File: src/rtl/alu_opfetch_pkg.sv
// Shared definitions for the operand-fetch stage and the ALU behind it:
// default widths and the 4-bit ALU opcode encoding.
package alu_opfetch_pkg;

   localparam int XLEN_DEF = 32;
   localparam int AW_DEF   = 5;
   localparam int OPW      = 4;

   // Encoding shared with the ALU; the fetch stage only carries it through.
   typedef enum logic [OPW-1:0] {
      OP_ADD  = 4'b0000,
      OP_SUB  = 4'b0001,
      OP_SLL  = 4'b0010,
      OP_SLT  = 4'b0011,
      OP_SLTU = 4'b0100,
      OP_XOR  = 4'b0101,
      OP_OR   = 4'b0110,
      OP_AND  = 4'b0111,
      OP_SRL  = 4'b1000,
      OP_SRA  = 4'b1001,
      OP_MUL  = 4'b1010,
      OP_MULH = 4'b1011,
      OP_LUI  = 4'b1100,
      OP_PASS = 4'b1101,
      OP_EQ   = 4'b1110,
      OP_NE   = 4'b1111
   } alu_op_e;

endpackage

File: src/rtl/alu_opfetch_regfile.sv
// Architectural register file: 2**AW x XLEN, two asynchronous read ports,
// one synchronous write port, x0 hardwired to zero.
module alu_opfetch_regfile
   import alu_opfetch_pkg::*;
#(
   parameter int XLEN = XLEN_DEF,
   parameter int AW   = AW_DEF
) (
   input  logic            clk,
   input  logic            reset,
   input  logic [AW-1:0]   rd_addr1,
   output logic [XLEN-1:0] rd_data1,
   input  logic [AW-1:0]   rd_addr2,
   output logic [XLEN-1:0] rd_data2,
   input  logic            wr_en,
   input  logic [AW-1:0]   wr_addr,
   input  logic [XLEN-1:0] wr_data
);

   localparam int NREG = 2**AW;

   logic [XLEN-1:0] mem [NREG];

   // Entry 0 is never written, so it stays at its reset value of zero.
   always_ff @(posedge clk or negedge reset) begin
      if (!reset) begin
         for (int i = 0; i < NREG; i++) begin
            mem[i] <= '0;
         end
      end else if (wr_en && (wr_addr != '0)) begin
         mem[wr_addr] <= wr_data;
      end
   end

   assign rd_data1 = (rd_addr1 == '0) ? '0 : mem[rd_addr1];
   assign rd_data2 = (rd_addr2 == '0) ? '0 : mem[rd_addr2];

endmodule

File: src/rtl/alu_opfetch.sv
// Operand-fetch stage: register file read, busy scoreboard for RAW/WAW stalls,
// registered operands to the ALU. Define OPFETCH_BYPASS_EN for writeback forwarding.
module alu_opfetch
   import alu_opfetch_pkg::*;
#(
   parameter int XLEN = XLEN_DEF,
   parameter int AW   = AW_DEF
) (
   input  logic            clk,
   input  logic            reset,
   input  logic            in_valid,
   output logic            in_ready,
   input  logic [AW-1:0]   in_rs1_addr,
   input  logic [AW-1:0]   in_rs2_addr,
   input  logic [AW-1:0]   in_rd_addr,
   input  logic [OPW-1:0]  in_op,
   output logic            out_valid,
   output logic [XLEN-1:0] out_rs1,
   output logic [XLEN-1:0] out_rs2,
   output logic [OPW-1:0]  out_op,
   output logic [AW-1:0]   out_rd_addr,
   input  logic            wb_valid,
   input  logic [AW-1:0]   wb_addr,
   input  logic [XLEN-1:0] wb_data
);

   localparam int NREG = 2**AW;

   logic [NREG-1:0] busy_reg;
   logic [NREG-1:0] busy_next;
   logic [NREG-1:0] clear_mask;
   logic [NREG-1:0] set_mask;
   logic [NREG-1:0] busy_view;
   logic [XLEN-1:0] rf_rd1;
   logic [XLEN-1:0] rf_rd2;
   logic [XLEN-1:0] rs1_val;
   logic [XLEN-1:0] rs2_val;
   logic            wb_hit;
   logic            issue;

   assign wb_hit = wb_valid && (wb_addr != '0);

   alu_opfetch_regfile #(
      .XLEN (XLEN),
      .AW   (AW)
   ) u_regfile (
      .clk      (clk),
      .reset    (reset),
      .rd_addr1 (in_rs1_addr),
      .rd_data1 (rf_rd1),
      .rd_addr2 (in_rs2_addr),
      .rd_data2 (rf_rd2),
      .wr_en    (wb_hit),
      .wr_addr  (wb_addr),
      .wr_data  (wb_data)
   );

   // x0 never gets a set bit, so it can never stall issue.
   for (genvar gi = 0; gi < NREG; gi++) begin : g_mask
      assign clear_mask[gi] = wb_hit && (wb_addr == AW'(gi));
      if (gi == 0) begin : g_x0
         assign set_mask[gi] = 1'b0;
      end else begin : g_xn
         assign set_mask[gi] = issue && (in_rd_addr == AW'(gi));
      end
   end

   // A same-edge set overrides a same-edge clear (WAW re-issue keeps busy).
   assign busy_next = (busy_reg & ~clear_mask) | set_mask;

`ifdef OPFETCH_BYPASS_EN
   assign busy_view = busy_reg & ~clear_mask;
   assign rs1_val   = (wb_hit && (wb_addr == in_rs1_addr)) ? wb_data : rf_rd1;
   assign rs2_val   = (wb_hit && (wb_addr == in_rs2_addr)) ? wb_data : rf_rd2;
`else
   assign busy_view = busy_reg;
   assign rs1_val   = rf_rd1;
   assign rs2_val   = rf_rd2;
`endif

   assign in_ready = !(busy_view[in_rs1_addr] || busy_view[in_rs2_addr] ||
                       busy_view[in_rd_addr]);
   assign issue    = in_valid && in_ready;

   always_ff @(posedge clk or negedge reset) begin
      if (!reset) begin
         busy_reg <= '0;
      end else begin
         busy_reg <= busy_next;
      end
   end

   // Operand/opcode/destination hold their last values between issues.
   always_ff @(posedge clk or negedge reset) begin
      if (!reset) begin
         out_valid   <= 1'b0;
         out_rs1     <= '0;
         out_rs2     <= '0;
         out_op      <= '0;
         out_rd_addr <= '0;
      end else begin
         out_valid <= issue;
         if (issue) begin
            out_rs1     <= rs1_val;
            out_rs2     <= rs2_val;
            out_op      <= in_op;
            out_rd_addr <= in_rd_addr;
         end
      end
   end

endmodule

File: config.mk
export PLATFORM = sky130hd
export DESIGN_NAME = alu_opfetch
export DESIGN_NICKNAME = d
export VERILOG_FILES = /design/src/rtl/alu_opfetch_pkg.sv /design/src/rtl/alu_opfetch_regfile.sv /design/src/rtl/alu_opfetch.sv
export SDC_FILE = /design/constraint.sdc
export NUM_CORES = 2
export LEC_CHECK = 0
export CAP_MARGIN = 0
export CORE_UTILIZATION = 40
export CTS_BUF_LIST = sky130_fd_sc_hd__clkbuf_8
export CTS_CLUSTER_DIAMETER = 60
export DETAILED_ROUTE_END_ITERATION = 8
export PLACE_DENSITY = 0.52
export SLEW_MARGIN = 40
export SYNTH_ARGS = -nofsm -noshare
export SYNTH_HDL_FRONTEND = slang
export SYNTH_SLANG_ARGS = --single-unit
File: constraint.sdc
create_clock -name clk -period 3.1 [get_ports clk]
set_input_delay 0.31 -clock clk [delete_from_list [all_inputs] [get_ports clk]]
set_output_delay 0.31 -clock clk [all_outputs]
set_load 0.005 [all_outputs]
==> flow_metrics.env <==
export IMPL_die_area_mm2=0.149
export IMPL_path_clk_slew_ns=0.06
export IMPL_finalSetupViolCount=0
export IMPL_worst_path_max_delay_cell="mux4_2"
export IMPL_hold_path_class="primary input to asynchronous set/reset pin"
export IMPL_final_setup_tns_ns=0
export IMPL_wirelength_mm=190
export IMPL_htree_levels=4
export IMPL_period_needed_ns=3.01
export IMPL_start_util_pct=40.4
export IMPL_mostFrequentLayoutCells="1151 x mux2_2, 1127 x dfrtp_1, 517 x mux4_2"
export IMPL_top_usage_layer="met2"
export IMPL_holdWs_ns=0.0861
export IMPL_critPathTopFamily="multiplexers"
export IMPL_cp_arrival_ns=2.70
export IMPL_fp_row_count=140
export IMPL_slew_violations=0
export IMPL_nFillCells=12900
export IMPL_cp_cell_sequence="mux4_2 -> mux4_2 -> clkinv_2 -> a21oi_4 -> nor2_1 -> buf_2"
export IMPL_die_y_um=386
export IMPL_core_area_mm2=0.146
export IMPL_cts_root_buf="clkbuf_8"
export IMPL_irDropWorstVdd_v=0.000436
export IMPL_via_count=37200
export IMPL_dr_pass1_iters=5
export IMPL_gp_congestion=0.802
export IMPL_clock_latency_ns=0.95
export IMPL_use_met1_pct=37.5
export IMPL_grt_pass1_vias=38600
export IMPL_power_per_cell_area_mw_per_mm2=639
export IMPL_avgRoutedWirePerCell_um=31.0
export IMPL_die_w_um=386
export IMPL_antenna_found_initial=3
export IMPL_postSynthCellCount=3826
export IMPL_worst_pin_slew_ns=0.750
export IMPL_synth_cell_types=42
export IMPL_yosysWarningCount=0
export IMPL_port_buffers=134
export IMPL_slowest_delay_ns=0.48
export IMPL_multi_input_area_mm2=0.0292
export IMPL_ys_ff_latch=1130
export IMPL_ant_nets=0
export IMPL_grt_ovfl_total=0
export IMPL_crit_type="flip-flop to primary output"
export IMPL_finalCritPeriodShare_pct=97.2
export IMPL_rsz0062_at_grt="yes"
export IMPL_dpl_hpwl_mm=116
export IMPL_final_common_cell="mux2_2"
export IMPL_critPathBufInv=2
export IMPL_status="finished clean"
export IMPL_area_growth_pct=17.0
export IMPL_critPathRequiredTime_ns=2.79
export IMPL_synth_fp_nets=3886
export IMPL_regArea_mm2=0.0283
export IMPL_max_slew_margin_pct=50.0
export IMPL_viasPerCell=6.10
export IMPL_largest_register="u_regfile.mem"
export IMPL_tritoncts="done"
export IMPL_synth_seq_area_share_pct=47.9
export IMPL_gr_usage_met2_pct=39.8
export IMPL_finalHoldViolations=0
export IMPL_final_nets=4096
export IMPL_worst_path_max_fanout=4
export IMPL_pre_cts_slack_ns=-0.303
export IMPL_fmax_mhz=332
export IMPL_cts_max_path_buffers=3
export IMPL_drv_cap=0
export IMPL_io_pins=135
export IMPL_cpMostUsedCell="mux4_2"
export IMPL_grt_use_total_pct=25.9
export IMPL_largest_register_ffs=1024
export IMPL_avgSynthCellArea_um2=15.4
export IMPL_use_met3_pct=4.24
export IMPL_total_power_uw=44100
export IMPL_startpoint_type="flip-flop"
export IMPL_grt_max_degree=105
export IMPL_fin_skew_ns=0.0456
export IMPL_cts_sinks=1130
export IMPL_layout_drive_gt1_share_pct=55.6
export IMPL_grt_pass1_wl_mm=278
export IMPL_mappedNetlistArea_mm2=0.0590
export IMPL_numCtsBuffers=204
export IMPL_setup_slack_ns=0.0860
export IMPL_leakage_uw=0.0298
export IMPL_cp_end_kind="primary output"
export IMPL_drcViolationCount=0
export IMPL_drtIter0Drc=2743
==> stage by stage <==
step | util [%] | cell area, µm² | instances
after floorplan | - | 59000 | 3826
after global placement | 44.3 | 64700 | 5712
after detailed placement | 44.2 | 64600 | 5713
after CTS | 47.2 | 69000 | 6101
after global routing | 47.3 | 69100 | 6107
final | 47.3 | 69100 | 6107
==> timing repair <==
item | 4_1_cts | 5_1_grt
setup endpoints to repair | 1 | 1
setup buffers | 0 | 5
hold buffers | 30 | 0
resized for setup | 9 | 3
endpoints found under the hold margin | 1874 | 0
pin swaps | 5 | 1
==> where the power goes <==
part	internal, µW	total, µW	switching [µW]
Combinational	6420	9970	3550
Clock	7520	14100	6570
Sequential	17900	20000	2160
Total	31800	44100	12300
==> path summary, 6_finish.rpt <==
kind / start / to / slack (ns) / depth (start not counted)
max in group asynchronous: reset / u_regfile.mem[231] / 2.22 / 4
hold reg to reg: u_regfile.mem[1015] / u_regfile.mem[1015] / 0.39 / 0
setup / recovery: busy_reg[31] / in_ready / 0.09 / 6
min in group clk: in_rd_addr[2] / out_rd_addr[2] / 0.15 / 2
hold / removal: reset / u_regfile.mem[252] / 0.09 / 3
setup reg to reg: busy_reg[31] / out_rs1[9] / 0.23 / 8
==> per-layer routing <==
layer / up-vias / wire [µm]
met2: 1089 / 87800
li1: 15300 / -
met1: 20500 / 87300
met3: 299 / 9460
met5: - / 13
met4: 2 / 5060
==> tightest hold or removal path, cell delays in order <==
cell	delay (ns)
dlygate4sd3_1	0.58
buf_12	0.22
buf_12	0.22
==> cell usage after synthesis, drive strengths merged <==
| master | count | share of area (%) |
|---|---|---|
| mux2 | 1162 | 22 |
| dfrtp | 1130 | 48 |
| mux4 | 517 | 20 |
| clkbuf | 298 | 1.9 |
| buf | 150 | 1.2 |
| mux2i | 111 | 1.9 |
| o22ai | 59 | 0.63 |
| a211oi | 57 | 0.73 |
| nor2b | 49 | 0.52 |
| nor3 | 39 | 0.33 |
| nand2b | 34 | 0.36 |
| a32o | 31 | 0.53 |
| a221oi | 30 | 0.45 |
| o221ai | 28 | 0.42 |
| o211ai | 26 | 0.33 |
| nor2 | 21 | 0.13 |
| inv | 17 | 0.11 |
| nand2 | 16 | 0.10 |
| nor4 | 8 | 0.085 |
| a2111oi | 6 | 0.089 |
| a22o | 4 | 0.059 |
| nand3 | 4 | 0.034 |
| nor3b | 4 | 0.059 |
| or2 | 4 | 0.042 |
| or3 | 4 | 0.042 |
| a21oi | 3 | 0.025 |
| and3 | 3 | 0.032 |
| a22oi | 2 | 0.025 |
| nand4 | 2 | 0.021 |
| a31oi | 1 | 0.011 |
| and2 | 1 | 0.011 |
| and3b | 1 | 0.015 |
| clkinv | 1 | 0.0064 |
| nand3b | 1 | 0.013 |
| nand4b | 1 | 0.015 |
| o211a | 1 | 0.017 |
==> layout make-up <==
| class | count | area share (%) |
|---|---|---|
| Clock inverter | 105 | 0.841 |
| Multi-Input combinational cell | 2230 | 42.2 |
| Antenna cell | 1 | 0.00362 |
| Timing Repair Buffer | 452 | 7.34 |
| Inverter | 18 | 0.0997 |
| Sequential cell | 1130 | 41.0 |
| Clock buffer | 254 | 5.06 |
| Tap cell | 1917 | 3.47 |
==> cells by family after synthesis <==
group / count (synthesis) / share of synthesized area [%]
mux: 1790 / 43.8
flops: 1130 / 47.9
buf+inv: 466 / 3.20
compound gates: 248 / 3.29
simple gates: 192 / 1.81
Power figures use the tool's default switching activity.
